[src/rtl/branch_target_buffer.sv]
`default_nettype none
// ============================================================================
// Module      : branch_target_buffer
// Description : Direct-mapped BTB with 2-bit saturating direction counters,
//               combinational lookup, single update port and invalidate sweep.
// Revision    : 1.0 - initial release
// ============================================================================
module branch_target_buffer #(
    parameter int DBITS = 16,
    parameter int ABITS = 6,
    parameter int TBITS = DBITS - ABITS - 1
) (
    input  logic             CLK,
    input  logic             RSTN,
    input  logic [DBITS-1:0] PC,
    output logic [DBITS-1:0] PREDPC,
    output logic             PREDTAKEN,
    output logic             HIT,
    output logic             READY,
    input  logic             INVAL,
    input  logic             UPD,
    input  logic [DBITS-1:0] UPDPC,
    input  logic [DBITS-1:0] UPDTARG,
    input  logic             UPDTAKEN
);

    localparam int c_ENTRIES = 2 ** ABITS;

    typedef enum logic [0:0] {
        SWEEP = 1'b0,
        RUN   = 1'b1
    } state_t;

    state_t             r_state;
    state_t             w_state_nxt;
    logic [ABITS-1:0]   r_swcnt;

    logic               r_valid [c_ENTRIES];
    logic [TBITS-1:0]   r_tag   [c_ENTRIES];
    logic [DBITS-1:0]   r_targ  [c_ENTRIES];
    logic [1:0]         r_cnt   [c_ENTRIES];

    logic [ABITS-1:0]   w_lk_idx;
    logic [TBITS-1:0]   w_lk_tag;
    logic [ABITS-1:0]   w_up_idx;
    logic [TBITS-1:0]   w_up_tag;
    logic               w_up_hit;
    logic               w_upd_en;
    logic               w_unused_updpc0;

    assign w_lk_idx        = PC[ABITS:1];
    assign w_lk_tag        = PC[DBITS-1:ABITS+1];
    assign w_up_idx        = UPDPC[ABITS:1];
    assign w_up_tag        = UPDPC[DBITS-1:ABITS+1];
    assign w_unused_updpc0 = UPDPC[0];

    // Lookup: reads registered state only, so a same-cycle update is not seen
    assign READY     = (r_state == RUN);
    assign HIT       = READY & r_valid[w_lk_idx] & (r_tag[w_lk_idx] == w_lk_tag);
    assign PREDTAKEN = HIT & r_cnt[w_lk_idx][1];
    assign PREDPC    = PREDTAKEN ? r_targ[w_lk_idx] : PC + DBITS'(2);

    // INVAL takes priority over a simultaneous update
    assign w_up_hit = r_valid[w_up_idx] & (r_tag[w_up_idx] == w_up_tag);
    assign w_upd_en = UPD & READY & ~INVAL;

    always_comb begin
        w_state_nxt = r_state;
        case (r_state)
            SWEEP: begin
                if (!INVAL && (r_swcnt == {ABITS{1'b1}})) begin
                    w_state_nxt = RUN;
                end
            end
            RUN: begin
                if (INVAL) begin
                    w_state_nxt = SWEEP;
                end
            end
            default: w_state_nxt = SWEEP;
        endcase
    end

    always_ff @(posedge CLK) begin
        if (!RSTN) begin
            r_state <= SWEEP;
            r_swcnt <= '0;
        end else begin
            r_state <= w_state_nxt;
            if ((r_state == SWEEP) && !INVAL) begin
                r_swcnt <= r_swcnt + ABITS'(1);
            end else begin
                r_swcnt <= '0;
            end
        end
    end

    // Valid bits are flops; reset alone leaves them untouched, the sweep clears them
    always_ff @(posedge CLK) begin
        if (RSTN) begin
            if (r_state == SWEEP) begin
                r_valid[r_swcnt] <= 1'b0;
            end else if (w_upd_en && !w_up_hit && UPDTAKEN) begin
                r_valid[w_up_idx] <= 1'b1;
            end
        end
    end

    always_ff @(posedge CLK) begin
        if (RSTN && w_upd_en) begin
            if (w_up_hit) begin
                if (UPDTAKEN) begin
                    r_targ[w_up_idx] <= UPDTARG;
                    if (r_cnt[w_up_idx] != 2'd3) begin
                        r_cnt[w_up_idx] <= r_cnt[w_up_idx] + 2'd1;
                    end
                end else if (r_cnt[w_up_idx] != 2'd0) begin
                    r_cnt[w_up_idx] <= r_cnt[w_up_idx] - 2'd1;
                end
            end else if (UPDTAKEN) begin
                r_tag[w_up_idx]  <= w_up_tag;
                r_targ[w_up_idx] <= UPDTARG;
                r_cnt[w_up_idx]  <= 2'd2;
            end
        end
    end

endmodule
`default_nettype wire

[config.mk]
export PLATFORM = sky130hd
export DESIGN_NAME = branch_target_buffer
export DESIGN_NICKNAME = d
export VERILOG_FILES = /design/src/rtl/branch_target_buffer.sv
export SDC_FILE = /design/constraint.sdc
export NUM_CORES = 2
export LEC_CHECK = 0
export BUFFER_PORTS_ARGS = -buffer_cell sky130_fd_sc_hd__buf_4
export CAP_MARGIN = 15
export CELL_PAD_IN_SITES_DETAIL_PLACEMENT = 2
export CELL_PAD_IN_SITES_GLOBAL_PLACEMENT = 2
export CORE_UTILIZATION = 51
export DETAILED_ROUTE_END_ITERATION = 12
export PLACE_DENSITY = 0.86
export SLEW_MARGIN = 5
export SYNTH_ARGS = -nofsm -noshare
export SYNTH_HDL_FRONTEND = slang
export SYNTH_SLANG_ARGS = --single-unit
[constraint.sdc]
create_clock -name CLK -period 7.55 [get_ports CLK]
set_clock_uncertainty 0.2 [all_clocks]
set_input_delay 1.51 -clock CLK [delete_from_list [all_inputs] [get_ports CLK]]
set_output_delay 1.51 -clock CLK [all_outputs]
set_load 0.03 [all_outputs]
==> metrics.md, run 1 <==
| Metric | Value |
|---|---|
| Width of the die | slightly below 400 um |
| Syn Inst Count | roughly 3700 |
| # rows | 141 |
| Library cell occupying the most area in the post-synthesis netlist | sky130_fd_sc_hd__edfxtp_1 |
| Share of flip-flops with an asynchronous set or reset | 0% |
| Simple logic cell fraction of the synthesized area | between 3 and 4% |
| Starting Density | between 50% and 60% |
| Syn_nets | 3762 |
| Adder-cell share of the synthesized area | less than 1% |
| Netlist Area Pre-Place | around 76000 um^2 |
| Global placement routability congestion | 0.953 |
| Fraction of synthesized cell area in xor and xnor cells | less than 1% |
| Number of warning messages in the yosys log | 0 |
| Post-detailed-placement half-perimeter wirelength | 184000 um |
| Seq/Total Area, Yosys | between 70% and 80% |
| Tool error | [ERROR DPL-0033] detailed placement checks failed during check placement. |
| Number of port buffers | 70 |
| Combinational family with the most area after synthesis | multiplexers |
| Post-synth EDFFs | between 1500 and 2000 |
| Die height | ~400 um |
| Register bit count reported by yosys | 1799 |
| Synth unique cells | between 60 and 70 |
| Compound-gate portion of the synthesized area | approximately 3.4% |
| Most frequently used flop master after synthesis | sky130_fd_sc_hd__edfxtp_1 |
| Last flow stage reached | detailed placement |
| Top post-synthesis cells by area | sky130_fd_sc_hd__edfxtp_1, sky130_fd_sc_hd__mux4_2, sky130_fd_sc_hd__a221oi_1, sky130_fd_sc_hd__nor2_1, sky130_fd_sc_hd__mux2i_1 |
| Top-level I/O count | 72 |
| Share of the synthesized area in the top cell type | ~71% |
| Status | did not finish |
| Post-Syn Area per Cell | approximately 20 um^2 |
| Share of synthesized area spent on multiplexers | 20.5% |
-- Yosys cell counts, drive strengths merged, types with 8 or more instances --
library cell     n
a21oi           66
a221o           11
a221oi          83
a22o            13
a22oi           35
a31oi           11
a32oi           13
and3            10
buf            154
clkbuf         126
edfxtp        1792
mux2            46
mux2i           54
mux4           648
nand2           68
nand3           23
nand3b          27
nand4           12
nor2           191
nor2b           14
nor3            69
nor4            11
o21ai           13
o221ai           8
o22ai           50
or2              9
or3b            10
xnor2           27
-- logic make-up after synthesis --
group / count (synthesis)
compound gates: 355
xor+xnor: 34
fa+ha+maj: 2
buf+inv: 288
flops: 1799
mux: 748
simple gates: 481
-- through the flow --
step,hold slack (ps),setup slack (ps),std cells
global placement,297,138,5665
floorplan,256,774,3707
==> run 2: changes to the inputs <==
--- a/config.mk
+++ b/config.mk
@@ -7,11 +7,9 @@
 export LEC_CHECK = 0
 export BUFFER_PORTS_ARGS = -buffer_cell sky130_fd_sc_hd__buf_4
 export CAP_MARGIN = 15
-export CELL_PAD_IN_SITES_DETAIL_PLACEMENT = 2
-export CELL_PAD_IN_SITES_GLOBAL_PLACEMENT = 2
-export CORE_UTILIZATION = 51
+export CORE_UTILIZATION = 36
 export DETAILED_ROUTE_END_ITERATION = 12
-export PLACE_DENSITY = 0.86
+export PLACE_DENSITY_LB_ADDON = 0.15
 export SLEW_MARGIN = 5
 export SYNTH_ARGS = -nofsm -noshare
 export SYNTH_HDL_FRONTEND = slang
==> run 2 against run 1 <==
Against the previous run:
- the run now ends clean
- synthesized cell count unchanged
- synthesized area is the same
==> metrics.md, run 2 <==
| Metric | Value |
|---|---|
| Status | completed |
| Core Area | approximately 210000 um^2 |
| Power density relative to cell area | 246 nW/um^2 |
| Unrepaired setup endpoints after global routing | no |
| Max-slew headroom | 19.5% |
| Number of maximum-capacitance violations | 0 |
| Post-detailed-placement half-perimeter wirelength | 148000 um |
| Placed inst area | 81900 um^2 |
| Min-delay worst type | reg -> reg |
| Post-cts resize count | 0 |
| Sequential share of power | about 51% |
| Commonest cells after routing, fill and taps aside | sky130_fd_sc_hd__edfxtp_1, sky130_fd_sc_hd__mux4_2, sky130_fd_sc_hd__buf_4, sky130_fd_sc_hd__clkbuf_16, sky130_fd_sc_hd__nor2_1 |
| Worst R2R Setup Slack | 2660 ps |
| Power share of the combinational group | 6.8% |
| TritonCTS Buffers | 193 |
| Netlist Area Pre-Place | 76200 um^2 |
| Final routed wire length divided by cell count | 34.1 um |
| Total detailed-routing wirelength | roughly 240000 um |
| Non-filler instance count after layout | about 7000 |
| Top-level I/O count | 72 |
| Biggest register | r_targ |
| Post-synth EDFFs | 1792 |
| Total power of the final layout | ~0.022 W |
| Number of max-slew violations in the final report | 0 |
| Final total negative setup slack | 0 ps |
| Pin count of the biggest net entering global routing | between 70 and 80 |
| Number of warning messages in the yosys log | 0 |
| Type of origin of the critical path | primary input |
| Clock power frac | between 40% and 50% |
| Net load switching power | between 0.004 and 0.005 W |
| Placed instance count | approximately 6600 |
| Final count of hold timing violations | 0 |
| Share of the synthesized area in the top cell type | between 70% and 80% |
| CTS tree | yes |
| Clk sink count | 1799 |
| Critical path capture point type | output port |
| Via count of the first global-routing pass | around 41000 |
| Worst-skew pair later-pin latency | around 850 ps |
| Detail-routed via count per cell | between 5 and 6 |
| Number of port buffers | 70 |
| Worst EP arrival | ~5700 ps |
| Worst R2R Start | r_tag[48][0]$_DFFE_PP_ |
| Peak fanout along the critical path | 34 |
| Detailed-route via count | roughly 41000 |
| Most frequently used flop master after synthesis | sky130_fd_sc_hd__edfxtp_1 |
| Die area | 214000 um^2 |
| Required time of the critical path | 5840 ps |
| Share of flip-flops with an asynchronous set or reset | 0% |
| Switch share | between 20% and 30% |
| Critical hold path startpoint | r_swcnt[0]$_SDFF_PN0_ |
| Busiest metal layer after global routing | met2 |
| Post-Syn Area per Cell | 20.6 um^2 |
| Worst setup path startpoint | PC[1] |
| Largest registers ranked by flip-flop count | r_targ (1024), r_tag (576), r_cnt (128) |
| Seq/Total Area, Yosys | between 70% and 80% |
| Area Overhead vs Synth | 15.3% |
| Maximum resistive drop on vdd | between 0.2 and 0.3 mV |
| Die height | around 460 um |
| Share of the clock period used by the worst path | roughly 100% |
| Post-route ant nets | 0 |
| Worst Tran Pin Value | 1200 ps |
| # rows | 168 |
| Number of buffers on the longest clock path | 3 |
| Top post-synthesis cells by area | sky130_fd_sc_hd__edfxtp_1, sky130_fd_sc_hd__mux4_2, sky130_fd_sc_hd__a221oi_1, sky130_fd_sc_hd__nor2_1, sky130_fd_sc_hd__mux2i_1 |
| Leading cell types by count after synthesis | sky130_fd_sc_hd__edfxtp_1, sky130_fd_sc_hd__mux4_2, sky130_fd_sc_hd__nor2_1 |
| Number of iterations in the first detailed-routing pass | 5 |
| H-tree depth reported by CTS | 4 |
| Syn_nets | 3762 |
| Clock slew at reported path FFs | approximately 60 ps |
| Met1 usage in global routing | a little under a third |
| Most frequent standard cell in the layout excluding fill and tap cells | sky130_fd_sc_hd__edfxtp_1 |
| Starting Density | between 30% and 40% |
| CP Class | in -> out |
| Leakage power figure | 27.2 nW |
| Syn Inst Count | roughly 3700 |
| Total routing resource utilization after global routing | between 20 and 25% |
| Setup Buffers After CTS | 0 |
| Met3 Resource Use GR | under 10% |
| Maximum clock frequency | approximately 140 MHz |
| Most frequent cell after synthesis | sky130_fd_sc_hd__edfxtp_1 |
| Hold buffers post-CTS | 0 |
| Width of the die | roughly 460 um |
| Final instance area | between 80000 and 90000 um^2 |
| Global-route wire length before repair | approximately 330000 um |
| Clk Tree Root Cell | sky130_fd_sc_hd__clkbuf_16 |
| Cell internal pwr | 0.0167 W |
| Flip-flop count of the largest register after layout | 1024 |
| Global placement routability congestion | around 0.83 |
| Library cell occupying the most area in the post-synthesis netlist | sky130_fd_sc_hd__edfxtp_1 |
| Initial antenna violation count | 15 |
| Fraction of layout cells with a size suffix above 1 | 34.3% |
| Number of nets in the layout | 4036 |
| Synth unique cells | 68 |
| M2 GR Usage | 36.6% |
| GRT overflow | 0 |
| Initial DRC Count | between 4000 and 5000 |
| Minimum clock period after layout | ~7400 ps |
| Final routed DRC violation total | 0 |
| Count of final setup violators | 0 |
| Register bit count reported by yosys | between 1500 and 2000 |
-- run 2: cell counts after synthesis --
No cell type changed its count.
-- run 2: final timing paths --
kind | to | cells past startpoint
max | PREDPC[9] | 14
min | r_swcnt[0]$_SDFF_PN0_ | 1
max reg2reg | r_cnt[32][1]$_DFFE_PP_ | 13
min reg2reg | r_swcnt[0]$_SDFF_PN0_ | 1
-- run 2: cell families (layout without fill, tap and decap cells) --
logic type / Yosys count / after routing / share of synthesized area (%)
xor gates and xnor gates: 34 / 34 / 0.391
other: 0 / 8 / 0
AOI/OAI and AO/OA: 355 / 355 / 3.44
DFF: 1799 / 1799 / 70.8
muxes: 748 / 748 / 20.5
adders and majority gates: 2 / 2 / 0.0328
buffers and inverters: 288 / 726 / 1.73
and+or+nand+nor: 481 / 481 / 3.11
-- run 2: worst max-delay path: stages --
cell                      delay, ps
sky130_fd_sc_hd__buf_8          210
sky130_fd_sc_hd__buf_12         330
sky130_fd_sc_hd__mux4_2         570
sky130_fd_sc_hd__mux4_2         580
sky130_fd_sc_hd__xnor2_1        180
sky130_fd_sc_hd__nand3_1         90
sky130_fd_sc_hd__a31oi_1        620
sky130_fd_sc_hd__buf_4          250
sky130_fd_sc_hd__nand2_1         90
sky130_fd_sc_hd__nor4_4         280
sky130_fd_sc_hd__buf_12         190
sky130_fd_sc_hd__buf_12         140
sky130_fd_sc_hd__mux2_2         360
sky130_fd_sc_hd__buf_4          180
-- run 2: through the flow --
step           utilization, %  hold WS [ps]  setup WS [ps]
2_1_floorplan               -           256            774
3_3_place_gp             39.0           283            185
3_5_place_dp             39.0           286            163
4_1_cts                  41.9           301            147
5_1_grt                  41.9           357           19.3
6_report                 41.9           299            186
-- run 2: cell type report --
class,instances,area [um^2]
timing repair buffer,359,3120
multi-input combinational,1620,21300
sequential,1799,54000
tap,2805,3510
inverter,8,30.0
clock inverter,106,1000
clock buffer,253,5050
antenna,8,20.0
fill,18400,122000
-- run 2: metal layers --
metal	wire, um	vias up
met4	8320	6
met1	98800	22200
met3	14600	390
met5	44	-
li1	-	16500
met2	116000	1631
-- run 2: power by group through the flow --
stage,combinational (W),sequential [W],clock (W)
after floorplan,0.000781,0.0112,0
after global placement,0.00148,0.0112,0
after detailed placement,0.00149,0.0112,0
after CTS,0.00149,0.0110,0.00935
after global routing,0.00154,0.0110,0.00972
final,0.00147,0.0110,0.00915
No activity file was read; power rests on OpenSTA's default activity.
